**src/rtl/cv32e40p_pkg.sv**
```systemverilog
// Shared types for the WFI sequencing stage.
package cv32e40p_pkg;

  typedef enum logic [1:0] {
    WFI_RUN   = 2'd0,
    WFI_DRAIN = 2'd1,
    WFI_SLEEP = 2'd2,
    WFI_WAKE  = 2'd3
  } wfi_state_e;

endpackage

```
**src/rtl/cv32e40p_sat_counter.sv**
```systemverilog
// Saturating up-counter with a clear that wins over increment.
module cv32e40p_sat_counter #(
  parameter int unsigned WIDTH = 32
) (
  input  logic             clk_i,
  input  logic             rst_ni,
  input  logic             inc_i,
  input  logic             clr_i,
  output logic [WIDTH-1:0] cnt_o
);

  logic [WIDTH-1:0] cnt_q;
  logic [WIDTH-1:0] cnt_d;

  // next count: clear first, then increment unless already all-ones
  always_comb begin
    cnt_d = cnt_q;
    if (clr_i) begin
      cnt_d = {WIDTH{1'b0}};
    end else if (inc_i && (cnt_q != {WIDTH{1'b1}})) begin
      cnt_d = cnt_q + {{(WIDTH-1){1'b0}}, 1'b1};
    end else begin
      cnt_d = cnt_q;
    end
  end

  // count register
  always_ff @(posedge clk_i or negedge rst_ni) begin
    if (!rst_ni) begin
      cnt_q <= {WIDTH{1'b0}};
    end else begin
      cnt_q <= cnt_d;
    end
  end

  assign cnt_o = cnt_q;

endmodule

```
**src/rtl/cv32e40p_wfi_ctrl_sva.sv**
```systemverilog
// Protocol checks for the WFI sequencing stage.
`ifdef CV32E40P_ASSERT_ON
module cv32e40p_wfi_ctrl_sva
  import cv32e40p_pkg::*;
(
  input logic       clk_i,
  input logic       rst_ni,
  input logic       wfi_req_i,
  input wfi_state_e state_i,
  input logic       ctrl_busy_i,
  input logic       wfi_done_i
);

  a_wfi_only_in_run: assert property (@(posedge clk_i) disable iff (!rst_ni)
    wfi_req_i |-> (state_i == WFI_RUN));

  a_done_single_pulse: assert property (@(posedge clk_i) disable iff (!rst_ni)
    wfi_done_i |=> !wfi_done_i);

  a_idle_only_in_sleep: assert property (@(posedge clk_i) disable iff (!rst_ni)
    !ctrl_busy_i |-> (state_i == WFI_SLEEP));

endmodule
`endif

```
**src/rtl/cv32e40p_wfi_ctrl.sv**
```systemverilog
// WFI sequencing: drain fetch/LSU, signal idle to the sleep unit, detect wake
// sources on the free-running clock and hand control back to the controller.
module cv32e40p_wfi_ctrl
  import cv32e40p_pkg::*;
#(
  parameter int unsigned IRQ_WIDTH = 32,
  parameter int unsigned CNT_WIDTH = 32
) (
  input  logic                 clk_ungated_i,
  input  logic                 rst_n,
  input  logic                 wfi_req_i,
  input  logic                 debug_wfi_no_sleep_i,
  input  logic                 if_busy_i,
  input  logic                 lsu_busy_i,
  input  logic [IRQ_WIDTH-1:0] irq_pending_i,
  input  logic [IRQ_WIDTH-1:0] irq_enable_i,
  input  logic                 debug_req_i,
  input  logic                 cnt_clear_i,
  output logic                 ctrl_busy_o,
  output logic                 wake_from_sleep_o,
  output logic                 wfi_done_o,
  output logic [CNT_WIDTH-1:0] sleep_cycles_o
);

  wfi_state_e state_q;
  wfi_state_e state_d;
  logic       wake_s;
  logic       in_sleep_s;

  // mstatus.MIE is intentionally ignored: WFI wakes on any enabled pending irq
  assign wake_s     = (|(irq_pending_i & irq_enable_i)) | debug_req_i;
  assign in_sleep_s = (state_q == WFI_SLEEP);

  // next-state decode
  always_comb begin
    state_d = state_q;
    case (state_q)
      WFI_RUN: begin
        if (wfi_req_i) begin
          state_d = (debug_wfi_no_sleep_i || wake_s) ? WFI_WAKE : WFI_DRAIN;
        end else begin
          state_d = WFI_RUN;
        end
      end
      WFI_DRAIN: begin
        if (wake_s) begin
          state_d = WFI_WAKE;
        end else if (!if_busy_i && !lsu_busy_i) begin
          state_d = WFI_SLEEP;
        end else begin
          state_d = WFI_DRAIN;
        end
      end
      WFI_SLEEP: begin
        if (wake_s) begin
          state_d = WFI_WAKE;
        end else begin
          state_d = WFI_SLEEP;
        end
      end
      WFI_WAKE: begin
        state_d = WFI_RUN;
      end
      default: begin
        state_d = WFI_RUN;
      end
    endcase
  end

  // state register
  always_ff @(posedge clk_ungated_i or negedge rst_n) begin
    if (!rst_n) begin
      state_q <= WFI_RUN;
    end else begin
      state_q <= state_d;
    end
  end

  // wake_from_sleep_o is the only output with a combinational input path
  assign ctrl_busy_o       = !in_sleep_s;
  assign wfi_done_o        = (state_q == WFI_WAKE);
  assign wake_from_sleep_o = in_sleep_s & wake_s;

  cv32e40p_sat_counter #(
    .WIDTH (CNT_WIDTH)
  ) i_sleep_cnt (
    .clk_i  (clk_ungated_i),
    .rst_ni (rst_n),
    .inc_i  (in_sleep_s),
    .clr_i  (cnt_clear_i),
    .cnt_o  (sleep_cycles_o)
  );

`ifdef CV32E40P_ASSERT_ON
  cv32e40p_wfi_ctrl_sva i_sva (
    .clk_i       (clk_ungated_i),
    .rst_ni      (rst_n),
    .wfi_req_i   (wfi_req_i),
    .state_i     (state_q),
    .ctrl_busy_i (ctrl_busy_o),
    .wfi_done_i  (wfi_done_o)
  );
`endif

endmodule
```
**config.mk**
```make
export PLATFORM = sky130hd
export DESIGN_NAME = cv32e40p_wfi_ctrl
export DESIGN_NICKNAME = d
export VERILOG_FILES = /design/src/rtl/cv32e40p_pkg.sv /design/src/rtl/cv32e40p_sat_counter.sv /design/src/rtl/cv32e40p_wfi_ctrl_sva.sv /design/src/rtl/cv32e40p_wfi_ctrl.sv
export SDC_FILE = /design/constraint.sdc
export NUM_CORES = 1
export LEC_CHECK = 0
export CORE_MARGIN = 2
export CORE_UTILIZATION = 37
export DETAILED_ROUTE_END_ITERATION = 16
export GPL_TIMING_DRIVEN = 0
export HOLD_SLACK_MARGIN = 0.08
export PLACE_DENSITY = 0.73
export SYNTH_ARGS = -nofsm -noshare
export SYNTH_HDL_FRONTEND = slang
export SYNTH_SLANG_ARGS = --single-unit
```
**constraint.sdc**
```tcl
create_clock -name clk_ungated_i -period 2 [get_ports clk_ungated_i]
set_clock_uncertainty 0.05 [all_clocks]
set_input_delay 0.2 -clock clk_ungated_i [delete_from_list [all_inputs] [get_ports clk_ungated_i]]
set_output_delay 0.2 -clock clk_ungated_i [all_outputs]
set_load 0.005 [all_outputs]
```
==> flow_metrics.tcl <==
set metrics [dict create \
    finalWeightedCongestion 0.830 \
    grt-ovfl-total 0 \
    rsz0062_at_grt "true" \
    grt_antenna_before_repair 0 \
    fin_crit_sh_pct 101 \
    pwr_density_cell_mw_per_mm2 476 \
    worstSetupEndpointType "flip-flop" \
    fin_util_pct 68.6 \
    setup_viol 3 \
    synthesis.nets 305 \
    nets 462 \
    drc_errors 0 \
    grt_first_pass_wirelength_microns 12100 \
    die_h_microns 81.0 \
    r2r_slack_ns -0.01 \
    cts.clk_slew.worst_paths_ns 0.07 \
    area_delta_synth_final_pct 81.8 \
    cts_sinks 34 \
    fmax_ghz 0.497 \
    status "complete, but fails checks" \
    hold_violations 0 \
    drive_gt1_share_pct 27.0 \
    root_buffer "clkbuf_8" \
    drv_slew 0 \
    vias 2528 \
    synthArstFlopShare_pct 100 \
    grt_max_degree 35 \
    yosys.area.top_type "dfrtp_1" \
    synth-edff-count 0 \
    clk_latency_ns 0.28 \
    max-slew-margin-rel_pct 47.7 \
    final_common_cell "clkdlybuf4s50_1" \
    die_area_sq_mm 0.00656 \
    layout_common_cells "103 x clkdlybuf4s50_1, 43 x buf_4, 31 x nor2_1, 28 x dfrtp_1, 24 x xnor2_1" \
    synth_ff_type "dfrtp_1" \
    ant_nets 0 \
    cts_max_level 2 \
    viasPerCell 5.45 \
    path_max_fanout 6 \
    yosys.area.top_type_share_pct 38.8 \
    ir_worst_vdd_mv 0.469 \
    synthDistinctLibCells 43 \
    dr.pass1.iters 4 \
    post-route-min-period_ns 2.01 \
    cap_viol_max_count 0 \
    wl_per_cell_microns 16.3 \
    hold_class "input port to flip-flop" \
    rows 28 \
    drt_iter0_drc 156 \
    diodes 0 \
    io_buffers 105 \
    syn_area_per_cell_sq_um 9.45 \
    cts_tree "done" \
    hold_ws_ns 0.184 \
    hpwl_microns 5040 \
    wl_microns 7570 \
    syn_area_sq_mm 0.00219 \
    violations "negative setup slack" \
    ys_top_cells_by_area "dfrtp_1 39%, xnor2_1 9.6%, nor2_1 5.3%" \
    critPathRequiredTime_ns 2.17 \
    ioPinCount 107 \
    p_leak_uw 0.00155 \
    timing_worst_slew_pin_value_ns 0.784 \
    start_util_pct 37.7 \
    yosys_warnings 0 \
    grt_pass1_vias 2531 \
    clk_path_buf_depth 2 \
    numCtsBuffers 5 \
    die_width_microns 81.0 \
    worstPathArrival_ns 2.18 \
    ys_ff_latch 34 \
    critPathLaunchType "flip-flop" \
    worst_slack_ns -0.0101 \
    critical_path_class "flip-flop to flip-flop" \
    synthCells 232 \
    coreArea_sq_mm 0.00582 \
    tns_ns -0.0189 \
    grt_use_total_pct 23.9 \
    ys_seq_area_share_pct 38.8 \
]
## final timing paths
| check | startpoint | end | cells past startpoint |
|---|---|---|---|
| hold reg to reg | state_q[1] | state_q[0] | 2 |
| hold / removal | cnt_clear_i | i_sleep_cnt.cnt_o[26] | 3 |
| setup / recovery | i_sleep_cnt.cnt_o[5] | i_sleep_cnt.cnt_o[26] | 6 |
| min in group asynchronous | rst_n | i_sleep_cnt.cnt_o[13] | 2 |
| max in group asynchronous | rst_n | i_sleep_cnt.cnt_o[4] | 2 |
| setup reg to reg | i_sleep_cnt.cnt_o[5] | i_sleep_cnt.cnt_o[26] | 6 |
## cells by family (layout without fill, tap and decap cells)
family          after synthesis  count (layout)  synth area share [%]
mux                           2               2                 0.970
buf+inv                      19             176                  4.96
fa+ha+maj                     1               1                 0.570
flops                        34              34                  38.8
compound gates               49              49                  18.5
xor+xnor                     24              24                  9.58
simple gates                103             103                  26.6
## stage by stage
step	setup slack (ns)	area, sq um	cells	total power, uW
2_1_floorplan	-0.0117	2220	232	972
3_3_place_gp	-0.506	3370	412	1270
3_5_place_dp	-0.523	3360	412	1280
4_1_cts	-0.0375	3830	450	1880
5_1_grt	-0.0982	3990	464	2010
6_report	-0.0101	3990	464	1900
## cell usage after synthesis, types with 4 or more instances
cell type / instances
nand2_1: 11
a211oi_1: 10
nand4_1: 9
nor3_1: 5
and4_1: 8
buf_6: 4
clkbuf_1: 5
a2111oi_2: 5
xnor2_1: 24
a21oi_1: 10
a22oi_1: 8
o21ai_0: 4
inv_1: 6
dfrtp_1: 34
nor2_1: 31
nor4_1: 6
nand3_1: 13
## layer usage
metal	part of all wire, %	wire length (microns)	GRT usage [%]	vias up
li1	-	-	-	1186
met1	37	2840	27.0	1210
met2	53	4030	44.0	117
met3	7.4	557	6.00	15
met4	1.9	141	6.95	0
met5	0	0	0	-
## what timing repair did
action / CTS / global route
endpoints found under the hold margin: 34 / 0
gates resized for setup: 35 / 15
pin swaps: 9 / 10
endpoints found under the setup margin: 32 / 18
hold buffers: 1 / 0
setup buffers: 31 / 14
## final cells by class
cell class	count	area, sq um
Fill cell	466	1830
Multi-Input combinational cell	179	1410
Clock inverter	2	10.0
Clock buffer	5	68.8
Inverter	6	22.5
Buffer	12	118
Tap cell	75	93.8
Sequential cell	34	858
Timing Repair Buffer	151	1410
## where the power goes
| part | internal (uW) | total [uW] | switching [uW] | leakage (uW) |
|---|---|---|---|---|
| Combinational | 395 | 663 | 269 | 0.00105 |
| Clock | 234 | 482 | 248 | 0.0000438 |
| Sequential | 723 | 752 | 29.3 | 0.000459 |
| Total | 1350 | 1900 | 546 | 0.00155 |
## state kept, by name, summed over array words and instances (netlist names)
signal / flops
i_sleep_cnt.cnt_o: 32
state_q: 2
## worst max-delay path, cell delays in order (launching register included)
cell and delay [ns]:
dfrtp_1 0.39, and4_1 0.23, buf_6 0.14, nand4_4 0.11, or4_4 0.56, or4_1 0.40, nand2_1 0.07
Note: power is estimated with default switching activity, not from simulation.
